[src/rtl/fetch_unit_if.sv]
// Port bundle for fetch_unit: fetch control, imem request/response channel and
// the decoder valid/ready channel. master = fetch unit side, slave = environment side.
interface fetch_unit_if #(
  parameter int unsigned AWIDTH = 16
) ();
  logic              run;
  logic              redirect;
  logic [AWIDTH-1:0] redirect_pc;
  logic              imem_req;
  logic [AWIDTH-1:0] imem_addr;
  logic              imem_gnt;
  logic              imem_rvalid;
  logic [31:0]       imem_rdata;
  logic              instr_valid;
  logic              instr_ready;
  logic [31:0]       instr_out;
  logic [AWIDTH-1:0] instr_pc;

  modport master (
    input  run, redirect, redirect_pc, imem_gnt, imem_rvalid, imem_rdata, instr_ready,
    output imem_req, imem_addr, instr_valid, instr_out, instr_pc
  );

  modport slave (
    output run, redirect, redirect_pc, imem_gnt, imem_rvalid, imem_rdata, instr_ready,
    input  imem_req, imem_addr, instr_valid, instr_out, instr_pc
  );
endinterface

[src/rtl/fetch_unit.sv]
// Instruction fetch stage: PC, credit-limited imem reads, in-order instruction FIFO.
// Build option FETCH_NOP_FILL_EN: instr_out shows the NOP encoding while the FIFO is empty.
module fetch_unit #(
  parameter int unsigned       AWIDTH   = 16,
  parameter int unsigned       DEPTH    = 4,
  parameter logic [AWIDTH-1:0] RESET_PC = '0
) (
  input  logic         clk,
  input  logic         rst,
  fetch_unit_if.master bus
);
  localparam int unsigned PW = $clog2(DEPTH);
  localparam int unsigned CW = PW + 1;
  localparam int unsigned SW = CW + 1;
  localparam logic [SW-1:0] CREDITS = SW'(DEPTH);
`ifdef FETCH_NOP_FILL_EN
  localparam logic [31:0] EMPTY_WORD = 32'h0007_8000;
`else
  localparam logic [31:0] EMPTY_WORD = 32'h0000_0000;
`endif

  // state   | meaning
  // S_IDLE  | after reset, or redirected while stopped with nothing in flight
  // S_FETCH | issuing reads while run=1 and credits remain; buffering responses
  // S_FLUSH | discarding responses of reads issued before a redirect
  typedef enum logic [1:0] {S_IDLE, S_FETCH, S_FLUSH} state_t;

  state_t            state_q, state_d;
  logic [AWIDTH-1:0] pc_q, pc_d;
  logic [CW-1:0]     outst_q, outst_d, count_q, count_d;
  logic [PW-1:0]     tag_ptr_q, tag_ptr_d, dat_ptr_q, dat_ptr_d, rd_ptr_q, rd_ptr_d;
  logic [AWIDTH-1:0] tag_mem_q [DEPTH];
  logic [31:0]       dat_mem_q [DEPTH];
  logic [SW-1:0]     used;
  logic              gnt, rsp, push, pop;

  // Slots are allocated at grant, so outstanding + buffered never exceeds DEPTH.
  assign used            = {1'b0, outst_q} + {1'b0, count_q};
  assign bus.imem_req    = (state_q == S_FETCH) && bus.run && (used < CREDITS);
  assign bus.imem_addr   = pc_q;
  assign bus.instr_valid = (count_q != '0);
  assign bus.instr_out   = bus.instr_valid ? dat_mem_q[rd_ptr_q] : EMPTY_WORD;
  assign bus.instr_pc    = bus.instr_valid ? tag_mem_q[rd_ptr_q] : '0;

  assign gnt  = bus.imem_req & bus.imem_gnt;
  assign rsp  = bus.imem_rvalid & (outst_q != '0);
  assign push = rsp & (state_q == S_FETCH) & ~bus.redirect;
  assign pop  = bus.instr_valid & bus.instr_ready;

  always_comb begin
    state_d   = state_q;
    pc_d      = pc_q;
    outst_d   = outst_q;
    count_d   = count_q;
    tag_ptr_d = tag_ptr_q;
    dat_ptr_d = dat_ptr_q;
    rd_ptr_d  = rd_ptr_q;
    if (bus.redirect) begin
      pc_d      = bus.redirect_pc;
      outst_d   = outst_q + CW'(gnt) - CW'(rsp);
      count_d   = '0;
      tag_ptr_d = '0;
      dat_ptr_d = '0;
      rd_ptr_d  = '0;
      if (outst_d != '0)  state_d = S_FLUSH;
      else if (bus.run)   state_d = S_FETCH;
      else                state_d = S_IDLE;
    end else begin
      unique case (state_q)
        S_IDLE: if (bus.run) state_d = S_FETCH;
        S_FETCH: begin
          outst_d = outst_q + CW'(gnt) - CW'(rsp);
          count_d = count_q + CW'(push) - CW'(pop);
          if (gnt) begin
            pc_d      = pc_q + AWIDTH'(1);
            tag_ptr_d = tag_ptr_q + PW'(1);
          end
          if (push) dat_ptr_d = dat_ptr_q + PW'(1);
          if (pop)  rd_ptr_d  = rd_ptr_q + PW'(1);
        end
        S_FLUSH: begin
          outst_d = outst_q - CW'(rsp);
          if (outst_d == '0) state_d = S_FETCH;
        end
        default: state_d = S_IDLE;
      endcase
    end
  end

  always_ff @(posedge clk) begin
    if (rst) begin
      state_q   <= S_IDLE;
      pc_q      <= RESET_PC;
      outst_q   <= '0;
      count_q   <= '0;
      tag_ptr_q <= '0;
      dat_ptr_q <= '0;
      rd_ptr_q  <= '0;
    end else begin
      state_q   <= state_d;
      pc_q      <= pc_d;
      outst_q   <= outst_d;
      count_q   <= count_d;
      tag_ptr_q <= tag_ptr_d;
      dat_ptr_q <= dat_ptr_d;
      rd_ptr_q  <= rd_ptr_d;
    end
  end

  always_ff @(posedge clk) begin
    if (gnt && !bus.redirect) tag_mem_q[tag_ptr_q] <= pc_q;
    if (push)                 dat_mem_q[dat_ptr_q] <= bus.imem_rdata;
  end
endmodule

[src/flat_wrapper.sv]
// flat-port wrapper written by rule: the top's interface ports become plain ports
module fetch_unit_flat 
#(
  parameter int unsigned       AWIDTH   = 16,
  parameter int unsigned       DEPTH    = 4,
  parameter logic [AWIDTH-1:0] RESET_PC = '0
)
  (clk, rst, bus_run, bus_redirect, bus_redirect_pc, bus_imem_gnt, bus_imem_rvalid, bus_imem_rdata, bus_instr_ready, bus_imem_req, bus_imem_addr, bus_instr_valid, bus_instr_out, bus_instr_pc);
  fetch_unit_if #(.AWIDTH(AWIDTH)) bus_i ();
  input  logic clk;
  input  logic rst;
  input wire logic [$bits(bus_i.run)-1:0] bus_run;
  input wire logic [$bits(bus_i.redirect)-1:0] bus_redirect;
  input wire logic [$bits(bus_i.redirect_pc)-1:0] bus_redirect_pc;
  input wire logic [$bits(bus_i.imem_gnt)-1:0] bus_imem_gnt;
  input wire logic [$bits(bus_i.imem_rvalid)-1:0] bus_imem_rvalid;
  input wire logic [$bits(bus_i.imem_rdata)-1:0] bus_imem_rdata;
  input wire logic [$bits(bus_i.instr_ready)-1:0] bus_instr_ready;
  output wire logic [$bits(bus_i.imem_req)-1:0] bus_imem_req;
  output wire logic [$bits(bus_i.imem_addr)-1:0] bus_imem_addr;
  output wire logic [$bits(bus_i.instr_valid)-1:0] bus_instr_valid;
  output wire logic [$bits(bus_i.instr_out)-1:0] bus_instr_out;
  output wire logic [$bits(bus_i.instr_pc)-1:0] bus_instr_pc;
  assign bus_i.run = bus_run;
  assign bus_i.redirect = bus_redirect;
  assign bus_i.redirect_pc = bus_redirect_pc;
  assign bus_i.imem_gnt = bus_imem_gnt;
  assign bus_i.imem_rvalid = bus_imem_rvalid;
  assign bus_i.imem_rdata = bus_imem_rdata;
  assign bus_i.instr_ready = bus_instr_ready;
  assign bus_imem_req = bus_i.imem_req;
  assign bus_imem_addr = bus_i.imem_addr;
  assign bus_instr_valid = bus_i.instr_valid;
  assign bus_instr_out = bus_i.instr_out;
  assign bus_instr_pc = bus_i.instr_pc;
  fetch_unit #(.AWIDTH(AWIDTH), .DEPTH(DEPTH), .RESET_PC(RESET_PC)) u_core (.clk(clk), .rst(rst), .bus(bus_i));
endmodule
[config.mk]
export PLATFORM = sky130hd
export DESIGN_NAME = fetch_unit_flat
export DESIGN_NICKNAME = d
export VERILOG_FILES = /design/src/rtl/fetch_unit_if.sv /design/src/rtl/fetch_unit.sv /design/src/flat_wrapper.sv
export SDC_FILE = /design/constraint.sdc
export NUM_CORES = 1
export LEC_CHECK = 0
export ABC_AREA = 1
export BUFFER_PORTS_ARGS = -buffer_cell sky130_fd_sc_hd__buf_2
export CAP_MARGIN = 20
export CORE_UTILIZATION = 50
export CTS_BUF_LIST = sky130_fd_sc_hd__clkbuf_4 sky130_fd_sc_hd__clkbuf_8 sky130_fd_sc_hd__clkbuf_16
export DETAILED_ROUTE_END_ITERATION = 6
export PLACE_DENSITY = 0.73
export SLEW_MARGIN = 20
export SYNTH_ARGS = -nofsm -noshare
export SYNTH_HDL_FRONTEND = slang
export SYNTH_SLANG_ARGS = --single-unit
[constraint.sdc]
create_clock -name clk -period 2.6 [get_ports clk]
set_input_delay 0.52 -clock clk [delete_from_list [all_inputs] [get_ports clk]]
set_output_delay 0.52 -clock clk [all_outputs]
set_load 0.01 [all_outputs]
==> summary.md, run 1 <==
| Metric | Value |
|---|---|
| Status | finished, final reports clean |
| Setup crit start kind | flop |
| Drt pass-1 iters | 5 |
| CP endpoint kind | output port |
| Slew @ Worst Pin | 555 ps |
| Reg clk slew, reported paths | 60 ps |
| CP required | 2080 ps |
| Worst path max stage delay | 460 ps |
| F_max | 0.406 GHz |
| Port buffer count | 120 |
| # hold bufs at CTS | 0 |
| Synth Cell Area | 9630 sq um |
| GP Congestion | 0.821 |
| Die Y-Extent | 141 um |
| Post-layout nets | 1099 |
| Buf/Inv on CP | 2 |
| Final-report hold violation count | 0 |
| Yosys top cell area share | 0.599 |
| Initial antenna violation count | 0 |
| Post-DRT Antenna Nets | 0 |
| Final slew viol count | 0 |
| Clock sinks | 224 |
| Synthesis-stage register bit count | 224 |
| Setup skew after layout | 20.2 ps |
| Hold slack | 216 ps |
| I/O pin cnt | 121 |
| Synth unique cells | 37 |
| Syn. warnings | 0 |
| Shortest period the worst path allows | 2460 ps |
| Synth Flop Type | edfxtp_1 |
| Setup CP Type | flop to output port |
| Worst VDD drop | 0.618 mV |
| Overflow after GRT | 0 |
| Power density over cell area | 763 nW/um^2 |
| Post-synth EDFFs | 192 |
| Die W | 141 um |
| Seq/Total Area, Yosys | 0.666 |
| Cells after Synth | 899 |
| Area leader, netlist | edfxtp_1 |
| Syn_nets | 973 |
| Initial core utilization | 0.513 |
| CTS Buf Count | 24 |
| Fillers | 1479 |
| Relative slew margins | 0.628 |
| Vias in the first global route | 6285 |
| Register area | 6420 sq um |
| Leakage | 4.43 nW |
| Post-DR vias/cell | 5.28 |
| Max-Cap Viols | 0 |
| Wire per inst | 15.6 um |
| Die area | 19800 sq um |
| Commonest non-fill, non-tap cell in the layout | nor2_1 |
| Ranking of synthesized cells by area | edfxtp_1 60%, nor2_1 8.9%, dfxtp_1 6.7% |
| Cell family with most CP delay | flip-flops |
| Number of cell rows | 50 |
| CTS tree | done |
| Min-delay worst type | input port to flop |
| Util after Layout | 0.611 |
| Synth-to-layout area growth | 19.1% |
| Clk_lat worst skew | 520 ps |
| HPWL Detailed | 11.7 mm |
| Final Cycle Share | 0.947 |
| First-pass GRT wire length | 31.1 mm |
| # H-tree levels | 1 |
| Final Non-Filler Cells | 1277 |
| Finish-stage setup viols | 0 |
| GRT Total Usage | 0.200 |
| Clock Tree Buf Depth | 3 |
| Async set or reset register ratio after synthesis | 0 |
| Routed WL | 20.0 mm |
| RSZ-0062 raised after global routing | false |
| Leading cell types in the layout, fill and taps excluded | 224 x nor2_1, 192 x edfxtp_1, 120 x buf_2 |
| CP most frequent cell | nor2_1 |
| Worst-path cell chain | buf_12 > nor2_1 > nor2_1 > o21ai_0 > a21oi_1 > buf_2 |
| Vias | 6742 |
| Root Driver | clkbuf_16 |
| WP data arrival | 1940 ps |
| Maximum fanout along the worst path | 53 |
| Placed cell count | 1232 |
| Fraction of layout cells with a size suffix above 1 | 0.217 |
| Crit-path slowest cell | dfxtp_4 |
| DRC viols | 0 |
| Area of the multi-input gates | 2840 sq um |
| Core ar. | 18800 sq um |
| Diode count | 0 |
| Largest net degree at the start of global routing | 59 |
| Syn Area/Cell | 10.7 sq um |
| Starting DRT DRC Count | 373 |
routing by layer:
layer  vias to the layer above  global-route usage  share of wire
met2                       194               0.357           0.51
li1                       3346                   -              -
met4                         0              0.0624          0.018
met3                        33              0.0299          0.052
met5                         -                   0              0
met1                      3169               0.249           0.42
worst register-to-register path, delay by kind of cell, from the launching register on:
family	cells	cell delay, ps
AOI/OAI and AO/OA	1	110
xor gates and xnor gates	2	320
adders and majority gates	3	720
buffers and inverters	3	220
DFF	1	380
and+or+nand+nor	4	540
logic make-up after synthesis:
logic type                 share of synthesized area
and+or+nand+nor                                0.152
DFF                                            0.666
AOI/OAI and AO/OA                              0.105
buffers and inverters                         0.0430
adders and majority gates                     0.0263
xor gates and xnor gates                     0.00728
final timing paths:
check	from	cells after the start	slack, ps	endpoint
worst max register to register	u_core.outst_q[2]	13	250	u_core.outst_q[2]
worst min register to register	u_core.rd_ptr_q[1]	2	470	flop
worst max-delay path	flop	6	140	bus_instr_out[15]
worst min-delay path	bus_imem_rdata[2]	1	220	u_core.dat_mem_q[2][2]
synth_stat cells (3+ instances only):
| cell type | count |
|---|---|
| dfxtp_1 | 32 |
| a21oi_1 | 75 |
| clkbuf_1 | 15 |
| edfxtp_1 | 192 |
| o21ai_1 | 10 |
| buf_4 | 4 |
| nand3_2 | 6 |
| inv_1 | 44 |
| buf_2 | 17 |
| o21bai_1 | 3 |
| nand2_2 | 4 |
| ha_1 | 17 |
| xor2_1 | 6 |
| clkbuf_2 | 4 |
| nand2_1 | 80 |
| nor2_1 | 228 |
| inv_2 | 9 |
| nand3_1 | 21 |
| nand4_1 | 3 |
| o21ai_0 | 107 |
what timing repair did:
action                                  CTS  global route
endpoints found under the setup margin    0            17
setup buffers                             0             1
gates resized for setup                   0             8
flip-flops by register name, indices dropped and copies added, names as in the netlist, named ones only:
name                  cells
u_core.dat_mem_q        128
u_core.tag_mem_q         64
u_core.bus.imem_addr     16
u_core.count_q            3
u_core.outst_q            3
u_core.dat_ptr_q          2
u_core.rd_ptr_q           2
u_core.state_q            2
u_core.tag_ptr_q          2
power by group:
group          internal, mW  switching, mW  leakage [nW]
Combinational         0.429          0.722          2.02
Clock                  2.14           1.35         0.409
Sequential             4.01         0.0984          2.00
stage by stage:
step / setup TNS, ps / total power [mW] / area, sq um / setup slack, ps
after floorplan: -24990 / 4.88 / 9630 / -195
after global placement: 0 / 5.27 / 10600 / 131
after detailed placement: 0 / 5.31 / 10600 / 40.3
after CTS: 0 / 8.78 / 11400 / 4.37
after global routing: 0 / 9.10 / 11500 / 35.2
final: 0 / 8.75 / 11500 / 138
final cells by class:
cell class / count / area share
clock buffers: 27 / 0.0543
clock inverters: 17 / 0.0180
inverters: 54 / 0.0178
multi-input cells: 578 / 0.248
flip-flops and latches: 224 / 0.560
well taps: 234 / 0.0255
repair buffers: 143 / 0.0768
(Power assumes the default switching activity.)
==> inputs of run 2 (changes only) <==
Settings changed: CORE_MARGIN set to 2.
==> run 2 against run 1 <==
Count of clock-buffer cells in the layout down 2. Worst hold slack better by 13 ps. Sequential cell count unchanged. Sequential share of layout area up 0.98 points. Critical path depth unchanged. First-iteration DRC count up 13%. Largest power group unchanged.
==> summary.md, run 2 (synthesized netlist as in run 1, its figures left out) <==
| Metric | Value |
|---|---|
| Status | finished, final reports clean |
| Vias | 6735 (-0.10%) |
| Maximum fanout along the worst path | 32 (-40%) |
| Setup crit start kind | flop |
| R2R depth | 13 (unchanged) |
| Diode count | 0 (unchanged) |
| Drt pass-1 iters | 5 (unchanged) |
| Final slew viol count | 0 (unchanged) |
| Commonest non-fill, non-tap cell in the layout | nor2_1 |
| Clk_lat worst skew | 500 ps (-20 ps) |
| DRC viols | 0 (unchanged) |
| Power density over cell area | 727 nW/um^2 (-4.7%) |
| Max reg flops | 128 (unchanged) |
| CP required | 2080 ps (about the same) |
| Clock Tree Buf Depth | 3 (unchanged) |
| First-pass GRT wire length | 31.3 mm (+0.60%) |
| CTS tree | done |
| HPWL Detailed | 12.0 mm (+2.8%) |
| Shortest period the worst path allows | 2520 ps (+53.8 ps) |
| Die W | 143 um (+1.4%) |
| Slew @ Worst Pin | 644 ps (+88.2 ps) |
| Post-layout nets | 1099 (unchanged) |
| Worst-path cell chain | buf_4 > nor2_1 > nor2_1 > o21ai_0 > a21oi_1 > buf_2 |
| Relative slew margins | 0.571 (-0.0574) |
| Worst path max stage delay | 370 ps (-90 ps) |
| Core ar. | 18800 sq um (unchanged) |
| Starting DRT DRC Count | 423 (+13%) |
| Postcts setup bufs | 0 (unchanged) |
| Setup skew after layout | 8.24 ps (-12.0 ps) |
| Top reg by flops | u_core.dat_mem_q |
| Reg-to-Reg End | u_core.outst_q[2] |
| Root Driver | clkbuf_16 |
| Fin Setup TNS | 0 ps (unchanged) |
| GRT Total Usage | 0.195 (-0.00487) |
| FF-to-FF Start | u_core.outst_q[2] |
| Initial core utilization | 0.513 (unchanged) |
| # H-tree levels | 1 (unchanged) |
| I/O pin cnt | 121 (unchanged) |
| R2R Setup Slk | 180 ps (-70 ps) |
| Wire per inst | 15.8 um (+0.74%) |
| Vias in the first global route | 6331 (+0.73%) |
| Post-DRT Antenna Nets | 0 (unchanged) |
| CP most frequent cell | nor2_1 |
| Number of cell rows | 50 (unchanged) |
| Max-Cap Viols | 0 (unchanged) |
| Routed WL | 20.1 mm (+0.51%) |
| Leakage | 4.34 nW (-2.0%) |
| Crit-path slowest cell | dfxtp_2 |
| Reg clk slew, reported paths | 60 ps (about the same) |
| Final Cycle Share | 0.968 (+0.0207) |
| WP data arrival | 2000 ps (+60 ps) |
| Setup CP Type | flop to output port |
| Leading cell types in the layout, fill and taps excluded | 224 x nor2_1, 192 x edfxtp_1, 120 x buf_2 |
| Initial antenna violation count | 0 (unchanged) |
| Clock sinks | 224 (unchanged) |
| GP Congestion | 0.810 (-1.3%) |
| Synth-to-layout area growth | 17.0% |
| CP endpoint kind | output port |
| Fillers | 1526 (+3.2%) |
| Port buffer count | 120 (unchanged) |
| CTS Buf Count | 23 (-4.2%) |
| Overflow after GRT | 0 (unchanged) |
| Util after Layout | 0.600 (-0.0110) |
| Die area | 20400 sq um (+2.9%) |
| Die Y-Extent | 143 um (+1.4%) |
| Finish-stage setup viols | 0 (unchanged) |
| F_max | 0.398 GHz (-2.1%) |
| Final-report hold violation count | 0 (unchanged) |
| Largest net degree at the start of global routing | 73 (+24%) |
| Worst VDD drop | 0.755 mV (+22%) |
| RSZ-0062 raised after global routing | true |
| Critical Path Sink | bus_instr_out[31] |
| Hold slack | 229 ps (+12.9 ps) |
| Post-DR vias/cell | 5.29 (+0.13%) |
| Fraction of layout cells with a size suffix above 1 | 0.209 (-0.00803) |
| Min-delay worst type | input port to flop |
[run 2: per-layer routing]
| metal | part of all wire | vias to the layer above | global-route usage |
|---|---|---|---|
| met5 | 0 | - | 0 |
| met4 | 0.023 | 0 | 0.0568 |
| met3 | 0.055 | 35 | 0.0292 |
| met2 | 0.48 | 199 | 0.342 |
| met1 | 0.44 | 3173 | 0.252 |
| li1 | - | 3328 | - |
[run 2: cell type report]
type                            instances  area [sq um]  share of cell area
Clock buffer                           25           591              0.0525
Clock inverter                         15          90.1             0.00800
Timing Repair Buffer                  144           845              0.0750
Sequential cell                       224          6410               0.570
Multi-Input combinational cell        578          2820               0.251
Inverter                               54           206              0.0183
Tap cell                              234           293              0.0260
[run 2: worst min-delay path by stage]
stage                              endpoint  cells after the start                from
CTS                 u_core.dat_mem_q[1][29]                      1  bus_imem_rdata[29]
detailed placement                     flop                      2  u_core.rd_ptr_q[1]
floorplan                              flop                      2  u_core.rd_ptr_q[1]
finish              u_core.dat_mem_q[1][29]                      1  bus_imem_rdata[29]
global route        u_core.dat_mem_q[2][28]                      1  bus_imem_rdata[28]
global placement                       flop                      2  u_core.rd_ptr_q[1]
[run 2: critical path: cells and delay by family, from the launching register on]
family / cells / cell delay [ps]
buf+inv: 2 / 540
compound gates: 2 / 400
simple gates: 2 / 190
flops: 1 / 370
[run 2: what timing repair did]
| action | 4_1_cts | 5_1_grt |
|---|---|---|
| endpoints found under the setup margin | 8 | 30 |
| hold endpoints to repair | 0 | 0 |
| pin swaps | 0 | 0 |
| resized for setup | 1 | 8 |
| hold buffers | 0 | 0 |
[run 2: per-stage QoR]
stage	cell area, sq um	worst slack [ps]	total power [mW]	cells
floorplan	9630	-195	4.88	899
global placement	10600	129	5.26	1234
detailed placement	10600	72.2	5.30	1234
CTS	11200	9.90	8.24	1274
global route	11300	-30.8	8.54	1274
finish	11300	84.3	8.18	1274
[run 2: power breakdown]
group	internal (mW)	switching, mW
combinational	0.421	0.713
clock	1.65	1.29
sequential	4.01	0.0988
==> inputs of run 3 (changes only) <==
Settings changed: ABC_AREA 1 to unset.
==> run 3 against run 2 <==
Synthesized area fell by 4.3%. Count of clock-buffer cells in the layout fell by 1. Highest routed layer unchanged. Sequential power barely moved.
==> summary.md, run 3 <==
| Metric | Value |
|---|---|
| Final setup margin | 98.9 ps (+14.6 ps) |
| Seq/Total Area, Yosys | 0.695 (+0.0297) |
| Top-count cell post-synth | edfxtp_1 |
| Status | finished, final reports clean |
| Post-Place Worst Slack | 13.6 ps (-58.6 ps) |
| Met2 wire length | 9.40 mm (-2.8%) |
| HPWL Detailed | 12.0 mm (about the same) |
| CP required | 2080 ps (about the same) |
| Post-DR vias/cell | 5.48 (+3.7%) |
| Final slew viol count | 0 (unchanged) |
| Root Driver | clkbuf_16 |
| Post-route cell area | 11200 sq um (-0.72%) |
| RSZ-0062 raised after global routing | true |
| CTS Buf Count | 24 (+4.3%) |
| Commonest non-fill, non-tap cell in the layout | edfxtp_1 |
| Maximum fanout along the worst path | 6 (-81%) |
| Syn Area/Cell | 17.2 sq um (+61%) |
| Fraction of layout cells with a size suffix above 1 | 0.370 (+0.162) |
| WHS Endpoint | u_core.dat_mem_q[1][8] |
| Finish-stage setup viols | 0 (unchanged) |
| Leading cell types in the layout, fill and taps excluded | 192 x edfxtp_1, 120 x buf_2, 51 x and2_1 |
| Cells after Synth | 535 (-40%) |
| Wire per inst | 20.1 um (+28%) |
| Leakage | 4.03 nW (-7.3%) |
| Clk_lat worst skew | 510 ps (about the same) |
| Shortest period the worst path allows | 2500 ps (-14.6 ps) |
| Top post-synthesis cells by count | 192 x edfxtp_1, 55 x and2_1, 48 x mux4_2 |
| Setup skew after layout | 19.1 ps (+10.9 ps) |
| Post-layout nets | 754 (-31%) |
| Synth Cell Area | 9210 sq um (-4.3%) |
| Ranking of synthesized cells by area | edfxtp_1 63%, mux4_2 12%, dfxtp_1 7.0% |
| Async set or reset register ratio after synthesis | 0 (unchanged) |
| Synth Flop Type | edfxtp_1 |
| Core ar. | 18000 sq um (-4.0%) |
| Reg clk slew, reported paths | 60 ps (about the same) |
| R2R Setup Slk | 100 ps (-80 ps) |
| Final-report hold violation count | 0 (unchanged) |
| Relative slew margins | 0.676 (+0.105) |
| Hold slack | 216 ps (-13.6 ps) |
| Initial antenna violation count | 0 (unchanged) |
| Initial core utilization | 0.511 (-0.00169) |
| Synth unique cells | 46 (+24%) |
| Fillers | 1340 (-12%) |
| Placed cell count | 879 (-29%) |
| Met3 WL post-DR | 1.10 mm (-0.72%) |
| Overflow after GRT | 0 (unchanged) |
| M1 WL | 7.82 mm (-11%) |
| Vias in the first global route | 5397 (-15%) |
| R2R depth | 12 (-1) |
| Diode count | 0 (unchanged) |
| Setup crit start kind | flop |
| Vias | 5075 (-25%) |
| Clock sinks | 224 (unchanged) |
| Overall Power | 8.54 mW (+4.4%) |
| Syn_nets | 609 (-37%) |
| Starting DRT DRC Count | 296 (-30%) |
| Yosys top cell area share | 0.626 (+0.0268) |
| Setup CP Type | flop to output port |
| Hold path depth | 1 (unchanged) |
| FF-to-FF Start | u_core.outst_q[2] |
| Synth-to-layout area growth | 21.3% |
| Max-Cap Viols | 0 (unchanged) |
| Min-delay worst type | input port to flop |
| Max reg flops | 128 (unchanged) |
| Util after Layout | 0.620 (+0.0202) |
| Min-delay src | bus_imem_rdata[8] |
| Top reg by flops | u_core.dat_mem_q |
| Post-DRT Antenna Nets | 0 (unchanged) |
| Clock Tree Buf Depth | 3 (unchanged) |
| CP endpoint kind | output port |
| Die W | 140 um (-2.1%) |
| I/O pin cnt | 121 (unchanged) |
| Die area | 19500 sq um (-4.2%) |
| Port buffer count | 120 (unchanged) |
| GRT Total Usage | 0.190 (-0.00522) |
| Fin Setup TNS | 0 ps (unchanged) |
| Largest net degree at the start of global routing | 50 (-32%) |
| # H-tree levels | 1 (unchanged) |
| First-pass GRT wire length | 29.1 mm (-6.9%) |
| CTS tree | done |
| DRC viols | 0 (unchanged) |
| Area leader, netlist | edfxtp_1 |
| # hold bufs at CTS | 0 (unchanged) |
| Die Y-Extent | 140 um (-2.1%) |
| Reg-to-Reg End | u_core.state_q[1] |
| Top routing layer used | met4 |
| Post-synth EDFFs | 192 (unchanged) |
| Drt pass-1 iters | 4 (-1) |
| Cell area after placement | 10300 sq um (-2.7%) |
| GP Congestion | 0.907 (+12%) |
| Slew @ Worst Pin | 485 ps (-158 ps) |
| Power density over cell area | 764 nW/um^2 (+5.2%) |
| WP data arrival | 1980 ps (-20 ps) |
| Number of cell rows | 49 (-2.0%) |
| Syn. warnings | 0 (unchanged) |
| Routed WL | 18.6 mm (-7.1%) |
| Final Non-Filler Cells | 926 (-27%) |
| Worst VDD drop | 0.563 mV (-25%) |
| Synthesis-stage register bit count | 224 (unchanged) |
| Final Cycle Share | 0.962 (-0.00560) |
| F_max | 0.400 GHz (+0.58%) |
==> run 3: cell type report <==
class / instances / area (sq um) / share of cell area
Clock buffer: 24 / 601 / 0.0537
Clock inverter: 19 / 267 / 0.0238
Inverter: 15 / 57.6 / 0.00515
Tap cell: 229 / 287 / 0.0256
Timing Repair Buffer: 148 / 886 / 0.0793
Multi-Input combinational cell: 267 / 2660 / 0.238
Sequential cell: 224 / 6420 / 0.574
==> run 3: cell families (layout without fill, tap and decap cells) <==
logic type                 count (synthesis)  count (layout)  share of synthesized area
and+or+nand+nor                          145             145                     0.0903
muxes                                     52              52                      0.122
adders and majority gates                 19              19                     0.0274
buffers and inverters                     44             206                     0.0209
DFF                                      224             224                      0.695
AOI/OAI and AO/OA                         26              26                     0.0205
xor gates and xnor gates                  25              25                     0.0238
==> run 3: repair_timing <==
action | CTS | global route
setup endpoints to repair | 38 | 2
resized for setup | 0 | 3
hold endpoints to repair | 0 | 0
setup buffers | 3 | 1
pin swaps | 0 | 2
==> run 3: critical path, stage by stage, from the launching register on <==
cell and delay (ps):
dfxtp_4 420, buf_4 210, mux4_2 510, and2_1 190, buf_2 140
==> run 3: per-layer routing <==
layer,up-vias,global-route usage
li1,2334,-
met1,2559,0.249
met2,157,0.324
met3,25,0.0392
met4,0,0.0537
met5,-,0
==> run 3: power by group <==
part / switching, mW / internal [mW]
registers: 0.114 / 3.98
clock network: 1.37 / 2.29
logic: 0.413 / 0.370
==> run 3: how the worst max path moves through the flow <==
| stage | startpoint | end | slack, ps | depth (start not counted) |
|---|---|---|---|---|
| 2_1_floorplan | u_core.count_q[1] | u_core.state_q[1] | 4 | 13 |
| 3_3_place_gp | bus_imem_rvalid | u_core.state_q[1] | 120 | 12 |
| 3_5_place_dp | bus_imem_rvalid | u_core.state_q[1] | 10 | 12 |
| 4_1_cts | u_core.outst_q[2] | u_core.state_q[1] | 30 | 11 |
| 5_1_grt | u_core.outst_q[2] | u_core.state_q[1] | -30 | 12 |
| 6_report | flop | bus_instr_pc[6] | 100 | 4 |
